===== src/rtl/fifo_wr_arbiter.sv =====
// Round-robin write-port arbiter in front of a fifo, with bounded burst ownership; zero latency (combinational issue).
// Backpressure: fifo_full blocks the write and ack and freezes owner, lock and burst count.
module fifo_wr_arbiter #(
    parameter int NREQ       = 4,
    parameter int DATA_WIDTH = 16,
    parameter int MAX_BURST  = 4,
    localparam int IW        = $clog2(NREQ),
    localparam int BW        = $clog2(MAX_BURST + 1)
) (
    input  logic                       clk,
    input  logic                       rst,
    input  logic [NREQ-1:0]            req,
    input  logic [NREQ*DATA_WIDTH-1:0] req_data,
    input  logic                       fifo_full,
    output logic                       fifo_write,
    output logic [DATA_WIDTH-1:0]      fifo_data_in,
    output logic [NREQ-1:0]            ack,
    output logic [IW-1:0]              grant_id,
    output logic                       busy
);

    logic [IW-1:0] owner;
    logic [IW-1:0] gid_q;
    logic [IW-1:0] cand;
    logic [IW-1:0] idx;
    logic          locked;
    logic          keep;
    logic          cand_vld;
    logic [BW-1:0] burst_cnt;

    // Scan starts one past the owner so the owner is considered last.
    always_comb begin
        keep     = locked && req[owner] && (burst_cnt < BW'(MAX_BURST));
        cand_vld = keep;
        cand     = owner;
        idx      = owner;
        if (!keep) begin
            for (int i = 1; i <= NREQ; i++) begin
                idx = IW'((int'(owner) + i) % NREQ);
                if (!cand_vld && req[idx]) begin
                    cand_vld = 1'b1;
                    cand     = idx;
                end
            end
        end
    end

    assign fifo_write = cand_vld && !fifo_full && !rst;
    assign grant_id   = rst ? '0 : (cand_vld ? cand : gid_q);
    assign busy       = |req;

    always_comb begin
        fifo_data_in = '0;
        ack          = '0;
        for (int i = 0; i < NREQ; i++) begin
            if (cand_vld && cand == IW'(i)) begin
                fifo_data_in = req_data[i*DATA_WIDTH +: DATA_WIDTH];
                ack[i]       = fifo_write;
            end
        end
    end

    always_ff @(posedge clk or posedge rst) begin
        if (rst) begin
            owner     <= IW'(NREQ - 1);
            locked    <= 1'b0;
            burst_cnt <= '0;
            gid_q     <= '0;
        end else begin
            if (cand_vld)
                gid_q <= cand;
            if (fifo_write) begin
                // An owner re-won by the scan after hitting the limit starts a fresh burst.
                if (keep) begin
                    burst_cnt <= burst_cnt + BW'(1);
                end else begin
                    owner     <= cand;
                    locked    <= 1'b1;
                    burst_cnt <= BW'(1);
                end
            end else if (!fifo_full && !req[owner]) begin
                locked    <= 1'b0;
                burst_cnt <= '0;
            end
        end
    end

endmodule

===== config.mk =====
export PLATFORM = sky130hd
export DESIGN_NAME = fifo_wr_arbiter
export DESIGN_NICKNAME = d
export VERILOG_FILES = /design/src/rtl/fifo_wr_arbiter.sv
export SDC_FILE = /design/constraint.sdc
export NUM_CORES = 1
export LEC_CHECK = 0
export CORE_MARGIN = 1.5
export CORE_UTILIZATION = 30
export CTS_CLUSTER_SIZE = 12
export DETAILED_ROUTE_END_ITERATION = 10
export GPL_ROUTABILITY_DRIVEN = 1
export GPL_TIMING_DRIVEN = 0
export PLACE_DENSITY = 0.76
export RECOVER_POWER = 50
export SLEW_MARGIN = 25
export SYNTH_ARGS = -nofsm -noshare
export SYNTH_HDL_FRONTEND = slang
export SYNTH_SLANG_ARGS = --single-unit

===== constraint.sdc =====
create_clock -name clk -period 3.85 [get_ports clk]
set_input_delay 0.385 -clock clk [delete_from_list [all_inputs] [get_ports clk]]
set_output_delay 0.385 -clock clk [all_outputs]
set_load 0.05 [all_outputs]

Word level (Yosys, flattened, before mapping). Index checks and enable logic that the tools add are counted.

Bits in registers: 8. Bits of input ports: 71. Output and inout port bits: 24. Word-level logic and storage cells: 84.

Add/subtract/negate cells: 5. $lt $le $gt $ge: 6. Equal/unequal tests: 4. Muxes and demuxes: 39. Bitwise logic cells: 1. Reduce and logical (&&, ||, !) cells: 25.

Operators by type and width (count): two-way mux 16 bit (4); two-way mux 1 bit (20); < comparator 2 x 3 -> 1 bit (second input constant) (5); two-way mux 2 bit (7); logical AND 1 bit (13); binary-select mux 1 bit (select 2 bit) (5); two-way mux 3 bit (3); logical NOT 1 bit (7); adder 2 x 1 -> 2 bit (second input constant) (2); adder 2 bit (second input constant) (2); equality test 2 bit (second input constant) (2); AND reduction 2 bit (2); OR reduction 4 bit (1); adder 3 x 1 -> 3 bit (second input constant) (1); < comparator 3 bit (second input constant) (1); equality test 2 x 1 -> 1 bit (second input constant) (1); logical NOT 2 bit (1); inequality test 2 bit (second input constant) (1); nonzero test 2 bit (1); NOT 1 bit (1).

Longest topological paths before layout. Gate-level depths: netlist of run 1.

Depth after elaboration: 26. Mapped depth: 9. Mapped depth without buffers: 6.

Worst setup path after synthesis of run 1. Ideal clock, no wire load.

Path type: reg2out. Start point: register owner[0]. End point: output port ack[0]. Arrival time: 2.911 ns. Slack: 0.554 ns. Stages on the path, launching flop included: 9. Path through: dfstp_2 buf_6 mux2i_1 nor3_1 nand4bb_2 xnor2_4 buf_6 inv_1 nor3_1.

Word-level cells in the longest chain between the ends: 23. Elaborated cells between the ends (all ways): 42.

Ends and longest elaborated chain: from (decl) (RTL line 22) `logic [IW-1:0] owner;`; from (signal assigned) (RTL line 65) `owner <= IW'(NREQ - 1);`; from (signal assigned) (RTL line 77) `owner <= cand;`; branches (longest 22 deep; another with adder 2 x 1 -> 2 bit); two-way mux 1 bit (*) (RTL line 56) `if (cand_vld && cand == IW'(i)) begin`; to (decl) (RTL line 17) `output logic [NREQ-1:0] ack,`.

Every way passes the cells marked *. The select of a mux whose other input is x is not followed.

Worst setup path after layout of run 1.
Start point: input port req[0]. End point: output port grant_id[0].

Word-level cells in the longest chain between the ends: 22. Elaborated cells between the ends (all ways): 35.

Ends and longest elaborated chain: from (decl) (RTL line 12) `input logic [NREQ-1:0] req,`; binary-select mux 1 bit (select 2 bit) (RTL line 33) `keep = locked && req[owner] && (burst_cnt < BW'(MAX_BURST));`; two-way mux 1 bit (implied by the code) (RTL line 33); logical AND 1 bit (2 in series) (RTL line 33); logical NOT 1 bit (RTL line 40) `if (!cand_vld && req[idx]) begin`; logical AND 1 bit (RTL line 40); two-way mux 1 bit (RTL line 40); two-way mux 1 bit (RTL line 37) `if (!keep) begin`; logical NOT 1 bit (RTL line 40); (+5 left out); two-way mux 1 bit (RTL line 40); two-way mux 1 bit (RTL line 37); logical NOT 1 bit (RTL line 40); logical AND 1 bit (RTL line 40); two-way mux 2 bit or two-way mux 1 bit (tied branches) (RTL line 40); two-way mux 2 bit or two-way mux 1 bit (tied branches) (RTL line 37); two-way mux 2 bit (*); two-way mux 2 bit (*) (RTL line 49) `assign grant_id = rst ? '0 : (cand_vld ? cand : gid_q);`; to (decl) (RTL line 18) `output logic [IW-1:0] grant_id,`.

Every way passes the cells marked *; elsewhere a longest branch is shown, timed or not. The select of a mux whose other input is x is not followed.

==> results of run 1 <==
registers in the layout (all words and copies together) (netlist names):
name / flops
locked: 1
burst_cnt: 3
gid_q: 2
owner: 2
worst paths after layout:
| check | start | to | slack, ns | depth (start not counted) |
|---|---|---|---|---|
| min in group asynchronous | rst | locked$_DFFE_PP0P_ | 0.61 | 2 |
| max in group asynchronous | rst | owner[0]$_DFFE_PP1P_ | 2.94 | 2 |
| min reg2reg | burst_cnt[2]$_DFFE_PP0P_ | burst_cnt[2]$_DFFE_PP0P_ | 0.49 | 1 |
| max | req[0] | grant_id[0] | 0.25 | 9 |
| min | burst_cnt[2]$_DFFE_PP0P_ | burst_cnt[2]$_DFFE_PP0P_ | 0.49 | 1 |
| max reg2reg | owner[0]$_DFFE_PP1P_ | gid_q[0]$_DFF_PP0_ | 1.72 | 7 |
routing by layer:
metal | share of wire | wire length (microns) | up-vias
met3 | 0.051 | 198 | 6
met2 | 0.49 | 1920 | 43
li1 | - | - | 704
met4 | 0.015 | 59 | 0
met5 | 0 | 0 | -
met1 | 0.44 | 1700 | 639
through the flow:
step	setup slack (ns)	std cells
floorplan	0.554	130
global placement	-0.152	272
detailed placement	-0.101	272
CTS	0.0436	275
global route	0.0433	278
finish	0.247	278
cells in the final DEF, fill, tap and decap left out, drive strengths merged, types with 3 or more instances in the layout:
cell and n:
clkdlybuf4s50 74, mux2i 33, o22ai 16, dlygate4sd2 10
buf 9, nor2 7, nand2 7, a21oi 6
dfrtp 6, o21ai 6, clkbuf 6, inv 5
dlymetal6s2s 5, nor3 4, nand2b 3, nor3b 3
dlygate4sd3 3
area by class of cell:
type / instances / area share
timing repair buffer: 97 / 0.432
multi-input combinational: 110 / 0.391
sequential: 8 / 0.0921
buffer: 7 / 0.0301
tap: 48 / 0.0273
clock buffer: 3 / 0.0188
inverter: 5 / 0.00853
cells by family after synthesis:
| logic type | after synthesis |
|---|---|
| AO/OA/AOI/OAI | 38 |
| XOR/XNOR | 2 |
| adder cells (fa/ha/maj) | 1 |
| buffers and inverters | 12 |
| flip-flops | 8 |
| multiplexers | 33 |
| AND/OR/NAND/NOR | 36 |
worst reg2reg max path, cell delays in order (launching register included):
cell       delay (ns)
dfstp_1          0.57
buf_6            0.16
mux2i_1          0.24
nor3_1           0.13
nand4bb_2        0.31
xnor2_4          0.33
buf_4            0.19
a21oi_1          0.07
what timing repair did:
| action | in CTS | in global routing |
|---|---|---|
| endpoints found under the hold margin | 0 | 0 |
| pin swaps | 0 | 1 |
| setup buffers | 0 | 3 |
| gates resized for setup | 10 | 8 |
| setup endpoints to repair | 10 | 19 |
==> flow_summary.json, run 1 <==
{
  "status": "complete, no violations",
  "synthesis.nets": 202,
  "worst_path_max_delay_cell": "clkdlybuf4s50_1",
  "synthXorXnorAreaFrac": 0.0318,
  "synth_seq_cells": 8,
  "cts_htree_levels": 1,
  "path_cells": "clkdlybuf4s50_1 -> mux2i_1 -> nor3_1 -> nand4bb_2 -> xnor2_4 -> buf_4 -> a21oi_1 -> and2_1 -> clkdlybuf4s50_1",
  "io_pins": 95,
  "synth_most_common_cell": "mux2i_1",
  "cts-buffers-inserted": 3,
  "fmax_mhz": 278,
  "syn_area_sq_um": 1140,
  "grt_pass1_vias": 1274,
  "cpLargestDelayFamily": "buffers and inverters",
  "drtIter0Drc": 34,
  "timing.critical_path.to_type": "output pin",
  "setup_viol": 0,
  "yosysUniqueCellTypes": 38,
  "die_h_microns": 64.6,
  "rsz0062_at_grt": "no",
  "grt_first_pass_wirelength_microns": 5850,
  "synthTopCellsByCount": "33 x mux2i_1, 16 x o22ai_1, 7 x nand2_1, 7 x nor2_1",
  "whs_ns": 0.488,
  "chipWidth_microns": 64.6,
  "yosysWarnings": 0,
  "critPathBufInv": 3,
  "wire_per_inst_microns": 13.9,
  "area_growth_pct": 93.1,
  "fp-row-count": 22,
  "grt_usage": 0.173,
  "synth_ff_type": "dfrtp_1",
  "dr.pass1.iters": 4,
  "min_period_ns": 3.60,
  "utilization": 0.601,
  "dieArea_sq_um": 4180,
  "fin_skew_ns": 0.00284,
  "ys_async_sr_fraction": 1.00,
  "drt-vias-per-instance": 5.01,
  "antenna_found_initial": 0,
  "cts_hold_buf": 0,
  "avgSynthCellArea_sq_um": 8.77,
  "final_area_sq_um": 2200,
  "num-fill-cells": 353,
  "grtUsageMet2": 0.296,
  "antenna_left": 0,
  "postPlaceCellArea_sq_um": 2140,
  "grt_max_degree": 11,
  "cts_max_path_buffers": 2,
  "synth_area_leaders": "mux2i_1 29%, dfrtp_1 13%, o22ai_1 8.8%, dfstp_2 4.6%, a21oi_1 2.6%",
  "yosysTopAreaCell": "mux2i_1",
  "slew-limit-headroom": 0.605,
  "synth_compound_area_frac": 0.218,
  "drive_gt1_frac": 0.0783,
  "dpl.hpwl_microns": 3060,
  "worstPathRequired_ns": 3.46,
  "globalplace.congestion": 0.807,
  "hp-class": "flip-flop to flip-flop",
  "cts.sinks": 8,
  "finalWirelength_microns": 3880,
  "fin_tns_setup_ns": 0,
  "fin_nets": 304,
  "cts_tree": "built",
  "cap_violations": 0,
  "clock_latency_ns": 0.23,
  "grt.met3_usage": 0.0313,
  "cts_root_buf": "clkbuf_8",
  "max_stage_delay_ns": 0.80,
  "synthAdderAreaFrac": 0.0110,
  "multi_input_area_sq_um": 861,
  "critPathLaunchType": "primary input",
  "crit_fanout": 7,
  "diodes": 0,
  "synth.area.mux_share": 0.290,
  "busiest_layer": "met2",
  "path_class": "primary input to output pin",
  "crit_top_cell": "clkdlybuf4s50_1",
  "synthSimpleGateAreaFrac": 0.196,
  "vias": 1392,
  "met1_usage": 0.227,
  "worst_ep_arrival_time_ns": 3.22,
  "syn_inst": 130,
  "synth_seq_area_share": 0.178,
  "hold_violations": 0,
  "synth_top_family_by_area": "multiplexers",
  "port_buffers": 94,
  "period_share": 0.936,
  "synth_edf_count": 0,
  "start_util": 0.311,
  "grt_overflow": 0,
  "seqCellArea_sq_um": 203,
  "worstMarginPinSlew_ns": 0.595,
  "clk_pin_slew_worst_paths_ns": 0.04,
  "maxSlewViolCount": 0,
  "core_region_area_sq_um": 3660,
  "synth_top_area_frac": 0.290,
  "drc": 0
}
Power of run 1 is not shown: default switching activity piles up to over one toggle a cycle in this logic, so the estimate is an artifact.
==> run 2, diff against run 1 <==
--- a/config.mk
+++ b/config.mk
@@ -11,8 +11,10 @@
 export DETAILED_ROUTE_END_ITERATION = 10
 export GPL_ROUTABILITY_DRIVEN = 1
 export GPL_TIMING_DRIVEN = 0
+export HOLD_SLACK_MARGIN = 0.03
 export PLACE_DENSITY = 0.76
 export RECOVER_POWER = 50
+export REMOVE_ABC_BUFFERS = 1
 export SLEW_MARGIN = 25
 export SYNTH_ARGS = -nofsm -noshare
 export SYNTH_HDL_FRONTEND = slang
==> run 2 against run 1 <==
  * First-iteration DRC count increased by 15%
  * Final cell count down 2.5%
  * Core utilization is 0.38 points higher
  * Sequential share of layout area fell by 0.057 points
  * Highest routed layer unchanged
  * Setup slack got worse by 0.039 ns
==> flow_summary.json, run 2 (synthesis results as in run 1) <==
{
  "status": "complete, no violations",
  "start_util": 0.311,
  "antenna_left": 0,
  "vias": 1340,
  "wire_per_inst_microns": 14.1,
  "timing.critical_path.to_type": "output pin",
  "area_growth_pct": 94.3,
  "largestRegisters": "burst_cnt x3, gid_q x2, owner x2",
  "hold_depth": 1,
  "timing.rr.end": "gid_q[1]$_DFF_PP0_",
  "crit_start": "req[1]",
  "holdPathEnd": "burst_cnt[2]$_DFFE_PP0P_",
  "dpl.hpwl_microns": 3000,
  "fp-row-count": 22,
  "hold_violations": 0,
  "fmax_mhz": 275,
  "cts_setup_buffers": 0,
  "globalplace.congestion": 0.741,
  "grt_usage": 0.175,
  "worst_ep_arrival_time_ns": 3.26,
  "drive_gt1_frac": 0.0628,
  "dieArea_sq_um": 4180,
  "diodes": 0,
  "grt_first_pass_wirelength_microns": 5890,
  "clk_pin_slew_worst_paths_ns": 0.04,
  "grt_max_degree": 19,
  "largest_reg_flops": 3,
  "antenna_found_initial": 0,
  "min_from": "burst_cnt[2]$_DFFE_PP0P_",
  "period_share": 0.946,
  "chipWidth_microns": 64.6,
  "reg2reg_from": "owner[0]$_DFFE_PP1P_",
  "cts_hold_buf": 0,
  "setup_viol": 0,
  "rsz0062_at_grt": "no",
  "worstRegToRegCells": 6,
  "drtIter0Drc": 39,
  "final_cell_mix": "72 x clkdlybuf4s50_1, 33 x mux2i_1, 16 x o22ai_1, 15 x dlymetal6s2s_1, 7 x nor2_1",
  "layout_commonest_cell": "clkdlybuf4s50_1",
  "fin_skew_ns": 0.00332,
  "hp-class": "flip-flop to flip-flop",
  "grt_overflow": 0,
  "clock_latency_ns": 0.23,
  "dp_slack_ns": -0.162,
  "timing.final.ws_setup_ns": 0.209,
  "min_period_ns": 3.64,
  "cts_max_path_buffers": 2,
  "path_class": "primary input to output pin",
  "maxSlewViolCount": 0,
  "largest_register": "burst_cnt",
  "dr.pass1.iters": 4,
  "cts_htree_levels": 1,
  "drt-vias-per-instance": 4.94,
  "slew-limit-headroom": 0.601,
  "fin_nets": 296,
  "cts-buffers-inserted": 3,
  "crit_fanout": 17,
  "drc": 0,
  "port_buffers": 94,
  "grt_pass1_vias": 1278,
  "io_pins": 95,
  "die_h_microns": 64.6,
  "worstPathRequired_ns": 3.46,
  "regToRegSetupSlack_ns": 1.74,
  "cts.sinks": 8,
  "worstMarginPinSlew_ns": 0.601,
  "critPathLaunchType": "primary input",
  "finalWirelength_microns": 3830,
  "core_region_area_sq_um": 3660,
  "cts_root_buf": "clkbuf_8",
  "cts_tree": "built",
  "cap_violations": 0
}
==> run 2: what timing repair did <==
action / CTS / global route
endpoints found under the setup margin: 17 / 16
pin swaps: 0 / 0
gates resized for setup: 3 / 17
==> run 2: layout make-up <==
cell class | count | area [sq um]
fill | 338 | 1450
multi-input combinational | 110 | 862
clock buffer | 4 | 45.0
inverter | 5 | 18.8
timing repair buffer | 96 | 1030
tap | 48 | 60.1
sequential | 8 | 203
==> run 2: through the flow <==
| stage | cells | TNS [ns] | utilization | hold WS, ns | area [sq um] |
|---|---|---|---|---|---|
| 2_1_floorplan | 123 | 0 | - | 0.212 | 1070 |
| 3_3_place_gp | 265 | -11.71 | 0.567 | 0.474 | 2070 |
| 3_5_place_dp | 267 | -1.57 | 0.582 | 0.482 | 2130 |
| 4_1_cts | 271 | 0 | 0.595 | 0.492 | 2180 |
| 5_1_grt | 271 | 0 | 0.605 | 0.508 | 2210 |
| 6_report | 271 | 0 | 0.605 | 0.492 | 2210 |
==> run 2: how the worst max path moves through the flow <==
| stage | cells past startpoint | end | slack [ns] |
|---|---|---|---|
| floorplan | 6 | ack[0] | 0.10 |
| global placement | 8 | fifo_data_in[8] | -0.66 |
| detailed placement | 8 | grant_id[1] | -0.16 |
| CTS | 10 | fifo_data_in[5] | 0.004 |
| global route | 10 | fifo_data_in[8] | 0.08 |
| finish | 10 | fifo_data_in[8] | 0.21 |
==> run 2: per-layer routing <==
layer  part of all wire  GRT usage  up-vias
met5                  0          0        -
met4              0.017     0.0426        0
met3              0.039     0.0260        6
met2               0.52      0.309       36
met1               0.42      0.223      615
li1                   -          -      683
==> run 2: critical path, stage by stage <==
cell and delay [ns]:
dlygate4sd3_1 0.66, nor4b_1 0.12, nor4_4 0.32, nand4bb_2 0.21, xnor2_4 0.31, buf_16 0.22
buf_16 0.18, mux2i_1 0.09, o22ai_1 0.19, dlygate4sd2_1 0.56
Power of run 2 is left out for the same reason.
==> run 3, diff against run 2 <==
==> constraint.sdc (replaced) <==
create_clock -name clk -period 3.85 [get_ports clk]
set_input_delay 0.5775 -clock clk [delete_from_list [all_inputs] [get_ports clk]]
set_output_delay 0.5775 -clock clk [all_outputs]
set_load 0.05 [all_outputs]
==> run 3 against run 2 <==
  * Via count up 1.3%
  * Critical path type unchanged
  * Worst hold slack about the same
  * Count of clock-buffer cells in the layout unchanged
  * Routed wire length up 0.34%
==> flow_summary.json, run 3 (synthesis results as in run 1) <==
{
  "fin_nets": 297,
  "drive_gt1_frac": 0.147,
  "dpl.hpwl_microns": 3000,
  "crit_fanout": 17,
  "grt_max_degree": 19,
  "max_stage_delay_ns": 0.53,
  "largest_reg_flops": 3,
  "fp-row-count": 22,
  "crit_top_cell": "buf_16",
  "timing.critical_path.to_type": "output pin",
  "layout_commonest_cell": "clkdlybuf4s50_1",
  "antenna_left": 0,
  "drt-vias-per-instance": 4.99,
  "utilization": 0.591,
  "hold_violations": 0,
  "worstMarginPinSlew_ns": 0.505,
  "timing.final.ws_setup_ns": 0.134,
  "worst_ep_arrival_time_ns": 3.14,
  "grt_first_pass_wirelength_microns": 5910,
  "fmax_mhz": 269,
  "vias": 1358,
  "dieArea_sq_um": 4180,
  "seqCellArea_sq_um": 203,
  "cts-buffers-inserted": 3,
  "grt_pass1_vias": 1284,
  "worstPathRequired_ns": 3.27,
  "multi_input_area_sq_um": 882,
  "drtIter0Drc": 77,
  "grt_usage": 0.176,
  "postPlaceCellArea_sq_um": 2130,
  "min_period_ns": 3.72,
  "cts_tree": "built",
  "maxSlewViolCount": 0,
  "num-fill-cells": 347,
  "hp-class": "flip-flop to flip-flop",
  "core_region_area_sq_um": 3660,
  "chipWidth_microns": 64.6,
  "cpLargestDelayFamily": "buffers and inverters",
  "fin_tns_setup_ns": 0,
  "cts_root_buf": "clkbuf_8",
  "final_cell_mix": "71 x clkdlybuf4s50_1, 33 x mux2i_1, 16 x o22ai_1, 7 x nor2_1, 7 x buf_2",
  "largestRegisters": "burst_cnt x3, gid_q x2, owner x2",
  "grt_overflow": 0,
  "largest_register": "burst_cnt",
  "port_buffers": 94,
  "period_share": 0.965,
  "cts_htree_levels": 1,
  "path_class": "primary input to output pin",
  "cap_violations": 0,
  "dp_slack_ns": -0.547,
  "finalWirelength_microns": 3850,
  "area_growth_pct": 89.7,
  "status": "complete, no violations",
  "io_pins": 95,
  "critPathBufInv": 4,
  "dr.pass1.iters": 4,
  "cts_max_path_buffers": 2,
  "antenna_found_initial": 0,
  "diodes": 0,
  "clk_pin_slew_worst_paths_ns": 0.04,
  "drc": 0,
  "fin_skew_ns": 0.00349,
  "wire_per_inst_microns": 14.1,
  "path_cells": "clkdlybuf4s50_1 -> nor4bb_2 -> nor4_4 -> nand4bb_2 -> xnor2_4 -> buf_16 -> buf_16 -> mux2i_1 -> o22ai_1 -> clkdlybuf4s15_2",
  "worst_path_max_delay_cell": "clkdlybuf4s50_1",
  "slew-limit-headroom": 0.659,
  "start_util": 0.311,
  "clock_latency_ns": 0.23,
  "setup_viol": 0,
  "critPathLaunchType": "primary input",
  "final_area_sq_um": 2160,
  "cts.sinks": 8,
  "die_h_microns": 64.6,
  "globalplace.congestion": 0.741
}
[run 3: cell types whose count changed in the layout (fill, tap and decap cells not counted), moves of 3 or more]
cell / previous run / this run
clkdlybuf4s15_2: 0 / 3
buf_2: 0 / 7
dlygate4sd3_1: 5 / 1
dlymetal6s2s_1: 15 / 5
clkbuf_2: 0 / 6
[run 3: final timing paths]
check	slack [ns]	start	end	cells after the start
hold reg to reg	0.49	burst_cnt[2]$_DFFE_PP0P_	burst_cnt[2]$_DFFE_PP0P_	1
hold / removal	0.49	burst_cnt[2]$_DFFE_PP0P_	burst_cnt[2]$_DFFE_PP0P_	1
setup / recovery	0.13	req[3]	fifo_data_in[15]	10
min in group asynchronous	0.82	rst	burst_cnt[1]$_DFFE_PP0P_	2
max in group asynchronous	2.73	rst	owner[0]$_DFFE_PP1P_	2
setup reg to reg	1.86	owner[0]$_DFFE_PP1P_	gid_q[1]$_DFF_PP0_	6
[run 3: area by class of cell]
type,instances,share of cell area
well taps,48,0.0278
inverters,5,0.00868
flip-flops and latches,8,0.0937
repair buffers,97,0.441
multi-input cells,110,0.408
clock buffers,4,0.0208
[run 3: routing by layer]
metal	vias up	GRT usage	routed length (microns)
li1	685	-	-
met1	629	0.223	1600
met2	38	0.311	2010
met3	6	0.0260	165
met4	0	0.0426	66
met5	-	0	0
[run 3: through the flow]
step                      std cells  hold WS [ns]
final                           272         0.492
after global routing            272         0.508
after CTS                       271         0.492
after detailed placement        267         0.482
after global placement          265         0.474
after floorplan                 123         0.405
[run 3: repair_timing]
item / CTS / global route
pin swaps: 0 / 1
hold buffers: 0 / 0
buffers inserted: 0 / 1
resized for setup: 45 / 29
cloned: 0 / 0
endpoints found under the hold margin: 0 / 0
endpoints found under the setup margin: 17 / 21
[run 3: worst reg2reg max path: stages (launching register included)]
cell and delay, ns:
dfstp_2 0.64, inv_1 0.17, a21oi_1 0.15, o21ai_0 0.14
o31ai_4 0.34, nand2b_4 0.33, o21a_1 0.15
Power of run 3 is left out for the same reason.
==> RTL edit 1, RTL diff (config.mk and constraints of run 1) <==
Change the parameter `DATA_WIDTH` from 16 to 18.
--- a/src/rtl/fifo_wr_arbiter.sv
+++ b/src/rtl/fifo_wr_arbiter.sv
@@ -2,7 +2,7 @@
 // Backpressure: fifo_full blocks the write and ack and freezes owner, lock and burst count.
 module fifo_wr_arbiter #(
     parameter int NREQ       = 4,
-    parameter int DATA_WIDTH = 16,
+    parameter int DATA_WIDTH = 18,
     parameter int MAX_BURST  = 4,
     localparam int IW        = $clog2(NREQ),
     localparam int BW        = $clog2(MAX_BURST + 1)
Ports: changed (resized fifo_data_in and req_data); port bits go from 95 to 105. No check against the original RTL was run, so the function may have changed too.
==> RTL edit 1 against run 1 <==
Count of clock-buffer cells in the layout grew 1; synthesized cell count grew 17%; sequential cell count is the same; routed wire length grew 19%; setup slack lost 93 ps; synthesized area grew 17%; via count grew 15%; sequential share of layout area shrank 0.85 points; hold slack lost 13 ps; final area grew 10%.
Power is left out: the tool's default activity adds up to more than one toggle a clock period on the data nets, which glitch-free logic cannot reach.
==> RTL edit 1: results (changes against run 1) <==
The flow ran to the end, and the final reports show no timing, DRC or antenna violations. For the count of unresolved DRC violations after routing, the log shows 0 (unchanged). The run gives 1500 ps (was 1720 ps) as the slack of the worst reg-to-reg path. Worst-skew pair later-pin latency: 230 ps (about the same).

The slew of the pin with the lowest slew margin came out at 629 ps (was 595 ps). For the number of buffers inserted to repair setup after CTS, the log shows 0 (unchanged). The logs give 1.96 mm (was 1.70 mm) for the detailed-route wire length on metal 1 and 15.2% (was 17.8%) for the register area share after synthesis.

The wire length of the first global-routing pass is 7.73 mm (was 5.85 mm), and the detailed route wirelength on metal2 is 2.29 mm (was 1.92 mm). The tools report the number of global-route vias before repair as 1563 (was 1274). The logs give 337 (was 304) for the final layout net count and 4.92 ps (was 2.84 ps) for the clock skew. The origin of the worst min-delay path was gid_q[1] (was burst_cnt[2]).

The tools report the launching element type of the critical path as a flip-flop (was an input pin). The synthesized net count came out at 232 (was 202). The run gives 0 (unchanged) as the Yosys warning count. The proportion of layout cells with a drive suffix above 1 is 13.7% (was 7.83%), and the worst hold path stage count is 2 (was 1).

The routed length on met3 is 317 um (was 198 um). The post-detailed-route via-to-cell ratio was 5.18 (was 5.01); the total wirelength of the detailed-routed design was 4.63 mm (was 3.88 mm). The half-perimeter wire length after detailed placement was 3.61 mm (was 3.06 mm).

Routability congestion estimate from global placement: 0.750 (was 0.807). For the number of buffers on the longest clock path, the log shows 2 (unchanged). The async set-or-reset flop fraction in the synthesized netlist is 100% (unchanged), and the reported max-cap violation count is 0 (unchanged).

Synth area leaders: sky130_fd_sc_hd__mux2i_1 27%, sky130_fd_sc_hd__dfrtp_1 11%, sky130_fd_sc_hd__o22ai_1 5.6%, sky130_fd_sc_hd__o22ai_2 5.6%, sky130_fd_sc_hd__dfstp_2 3.9% (was sky130_fd_sc_hd__mux2i_1 29%, sky130_fd_sc_hd__dfrtp_1 13%, sky130_fd_sc_hd__o22ai_1 8.8%, sky130_fd_sc_hd__dfstp_2 4.6%, sky130_fd_sc_hd__a21oi_1 2.6%). The number of input and output port buffers inserted was 100 (was 94). The pin count of the biggest net entering global routing is 11 (unchanged), and the count of different cell masters after synthesis is 45 (was 38). The worst reg2reg path startpoint was owner[0] (unchanged). The largest fanout on the critical path was 10 (was 7). The class of the tightest hold or removal check is flip-flop to flip-flop (unchanged).

For the global routing usage summed across all routing layers, the log shows 18.9% (was 17.3%). The iteration-0 DRC count of the detailed router came out at 48 (was 34). Commonest cells in the synthesized netlist: 36 x sky130_fd_sc_hd__mux2i_1, 12 x sky130_fd_sc_hd__o22ai_1, 8 x sky130_fd_sc_hd__nand2_1, 8 x sky130_fd_sc_hd__nor2_1 (was 33 x sky130_fd_sc_hd__mux2i_1, 16 x sky130_fd_sc_hd__o22ai_1, 7 x sky130_fd_sc_hd__nand2_1, 7 x sky130_fd_sc_hd__nor2_1).
[RTL edit 1: cell types whose count changed in the layout (fill, tap and decap cells not counted), sizes merged, moves of 3 or more]
cell / change
nor3: +4
a22oi: +3
buf: +4
clkdlybuf4s50: +8
a22o: +3
mux2i: +3
[RTL edit 1: layer usage]
metal | vias up | GRT usage (%)
li1 | 792 | -
met1 | 739 | 24.4
met5 | - | 0
met3 | 6 | 3.63
met4 | 0 | 3.21
met2 | 57 | 33.1
[RTL edit 1: path summary, 6_finish.rpt]
| path | endpoint |
|---|---|
| max | fifo_data_in[5] |
| min | gid_q[1] |
| max reg2reg | gid_q[1] |
| min reg2reg | gid_q[1] |
| max in group asynchronous | owner[1] |
| min in group asynchronous | burst_cnt[0] |
[RTL edit 1: kinds of logic (layout without fill, tap and decap cells)]
kind of cell	after synthesis	in the layout	share of synthesized area, %
compound gates	45	45	27.3
mux	39	39	30.4
simple gates	37	37	15.0
buf+inv	20	124	9.20
flops	8	8	15.2
xor+xnor	2	2	1.88
fa+ha+maj	1	1	0.939
[RTL edit 1: cell type report]
class	count	area, sq um
buffer	14	100
clock buffer	4	45.0
fill	410	1900
inverter	6	22.5
multi-input combinational	124	1000
sequential	8	203
tap	52	65.1
timing repair buffer	100	987
[RTL edit 1: through the flow]
step                      instances  hold slack [ps]  area (sq um)  setup WS (ps)  utilization (%)
after floorplan                 152              204          1330            803                -
after global placement          304              455          2400            222             55.5
after detailed placement        304              460          2400            206             55.5
after CTS                       308              471          2430           1.11             56.3
after global routing            308              521          2420           13.4             56.0
final                           308              475          2420            154             56.0
[RTL edit 1: repair_timing]
item	in CTS	in global routing
endpoints found under the setup margin	9	6
resized for setup	9	6
hold buffers	0	0
[RTL edit 1: worst max-delay path: stages, from the launching register on]
cell and delay, ps:
sky130_fd_sc_hd__dfstp_2 590, sky130_fd_sc_hd__mux2_2 420, sky130_fd_sc_hd__a221oi_1 320, sky130_fd_sc_hd__a22oi_2 170
sky130_fd_sc_hd__xor2_2 290, sky130_fd_sc_hd__buf_6 220, sky130_fd_sc_hd__mux2i_1 80, sky130_fd_sc_hd__o22ai_1 150
sky130_fd_sc_hd__clkdlybuf4s50_1 840
==> RTL edit 2, RTL diff (config.mk and constraints of run 1) <==
Without the edit above. Reset style: synchronous (`rst`), changed in one clocked block.
--- a/src/rtl/fifo_wr_arbiter.sv
+++ b/src/rtl/fifo_wr_arbiter.sv
@@ -60,7 +60,7 @@
         end
     end
 
-    always_ff @(posedge clk or posedge rst) begin
+    always_ff @(posedge clk) begin
         if (rst) begin
             owner     <= IW'(NREQ - 1);
             locked    <= 1'b0;
Formal check against the unedited RTL: differs if rst is asserted again (counterexample within 4 cycles, from zero or initial values and one cycle with rst high); with rst held inactive, the same outputs for 4 cycles.
==> RTL edit 2 against run 1 <==
Via count increased by 9.8%; synthesized area is 10% higher; routed wire length is 15% higher; clock skew about the same; sequential cell count stayed put; final area up 5.5%; setup slack lost 130 ps.
==> RTL edit 2: results (changes against run 1) <==
The wire length of the first global-routing pass came out at 6.31 mm (was 5.85 mm). The area fraction in compound gates after synthesis was 24.8% (was 21.8%); the combinational power was 1030 uW. The worst path arrival time was 3350 ps (was 3220 ps); the area share of the largest cell type after synthesis was 27.1% (was 29.0%).

The number of global-route vias before repair is 1249 (was 1274). The final layout net count is 323 (was 304). The final routed wire length divided by cell count came out at 15.0 um (was 13.9 um).

The worst reg2reg path startpoint is owner[1] (was owner[0]). The share of total power dissipated in the clock network is 8.2%. The tools report the critical path launch point as req[2] (was req[0]). The clock skew came out at 2.62 ps (was 2.84 ps). The post-synthesis xor/xnor area fraction works out to 2.20% (was 3.18%). The async set-or-reset flop fraction in the synthesized netlist was 0% (was 100%). Commonest cells in the synthesized netlist: 34 x sky130_fd_sc_hd__mux2i_1, 14 x sky130_fd_sc_hd__nor2_1, 10 x sky130_fd_sc_hd__o22ai_2 (was 33 x sky130_fd_sc_hd__mux2i_1, 16 x sky130_fd_sc_hd__o22ai_1, 7 x sky130_fd_sc_hd__nand2_1, 7 x sky130_fd_sc_hd__nor2_1). The global routing usage summed across all routing layers is 17.8% (was 17.3%), and the proportion of layout cells with a drive suffix above 1 is 15.7% (was 7.83%).

The run gives 365 (was 353) as the filler cell count in the final layout. Largest fanout on the critical path: 10 (was 7). The routed via count was 1529 (was 1392). The adder-cell share of the synthesized area works out to 0.998% (was 1.10%). End point of the critical path: ack[3] (was grant_id[0]). The endpoint of the worst hold-timing path was gid_q[1] (was burst_cnt[2]). The slack of the worst reg-to-reg path is 1520 ps (was 1720 ps), and the register area share after synthesis is 12.8% (was 17.8%). Origin of the worst min-delay path: gid_q[1] (was burst_cnt[2]). The worst hold path stage count was 2 (was 1). The flow ran to the end, and the final reports show no timing, DRC or antenna violations. The iteration-0 DRC count of the detailed router came out at 53 (was 34).

Dominant register cell in the synthesized netlist: sky130_fd_sc_hd__dfxtp_1 (was sky130_fd_sc_hd__dfrtp_1). In this design, the stage delay of the slowest critical-path cell is 810 ps. The tools report the critical register-to-register path endpoint as gid_q[1] (was gid_q[0]). The instance area after placement is 2260 sq um (was 2140 sq um), and the routability congestion estimate from global placement is 0.798 (was 0.807). Number of instances in the placed design: 290 (was 272). The final instance count without filler cells is 299 (was 278), and the depth of the worst register-to-register path is 9 (was 7). Synth area leaders: sky130_fd_sc_hd__mux2i_1 27%, sky130_fd_sc_hd__dfxtp_1 13%, sky130_fd_sc_hd__o22ai_2 10%, sky130_fd_sc_hd__nor2_1 4.2%, sky130_fd_sc_hd__a21oi_1 3.6% (was sky130_fd_sc_hd__mux2i_1 29%, sky130_fd_sc_hd__dfrtp_1 13%, sky130_fd_sc_hd__o22ai_1 8.8%, sky130_fd_sc_hd__dfstp_2 4.6%, sky130_fd_sc_hd__a21oi_1 2.6%). The slew of the pin with the lowest slew margin works out to 707 ps (was 595 ps).
## RTL edit 2: cell types whose count changed after synthesis, moves of 3 or more
cell / run 1 / this run
sky130_fd_sc_hd__a21oi_1: 6 / 9
sky130_fd_sc_hd__buf_2: 2 / 6
sky130_fd_sc_hd__o22ai_2: 0 / 10
sky130_fd_sc_hd__dfrtp_1: 6 / 0
sky130_fd_sc_hd__o22ai_1: 16 / 7
sky130_fd_sc_hd__dfxtp_1: 0 / 8
sky130_fd_sc_hd__o21ai_0: 5 / 2
sky130_fd_sc_hd__inv_1: 5 / 2
sky130_fd_sc_hd__nor2_1: 7 / 14
## RTL edit 2: tightest hold or removal path, cell delays in order (launching register included)
cell and delay (ps):
sky130_fd_sc_hd__dfxtp_1 290, sky130_fd_sc_hd__nand2_1 50, sky130_fd_sc_hd__a21oi_1 70
## RTL edit 2: layout make-up
class / instances / area (sq um) / share of cell area [%]
flip-flops and latches: 8 / 160 / 6.90
clock buffers: 3 / 41.3 / 1.78
inverters: 3 / 11.3 / 0.485
multi-input cells: 120 / 976 / 42.0
plain buffers: 15 / 113 / 4.85
repair buffers: 100 / 957 / 41.2
well taps: 50 / 62.6 / 2.70
## RTL edit 2: layer usage
layer  wire (um)  global-route usage (%)
met1        1900                    24.2
met5           0                       0
met3         439                    3.67
met2        2100                    28.6
met4          33                    4.08
## RTL edit 2: per-stage QoR
step	setup WS (ps)	util [%]
after floorplan	633	-
after global placement	-129	56.4
after detailed placement	-111	56.6
after CTS	5.45	57.1
after global routing	0.846	58.0
final	112	58.0
## RTL edit 2: what timing repair did
action	CTS	global route
pin swaps	0	1
hold buffers	0	0
resized for setup	18	1
setup endpoints to repair	18	9
buffers inserted	0	6
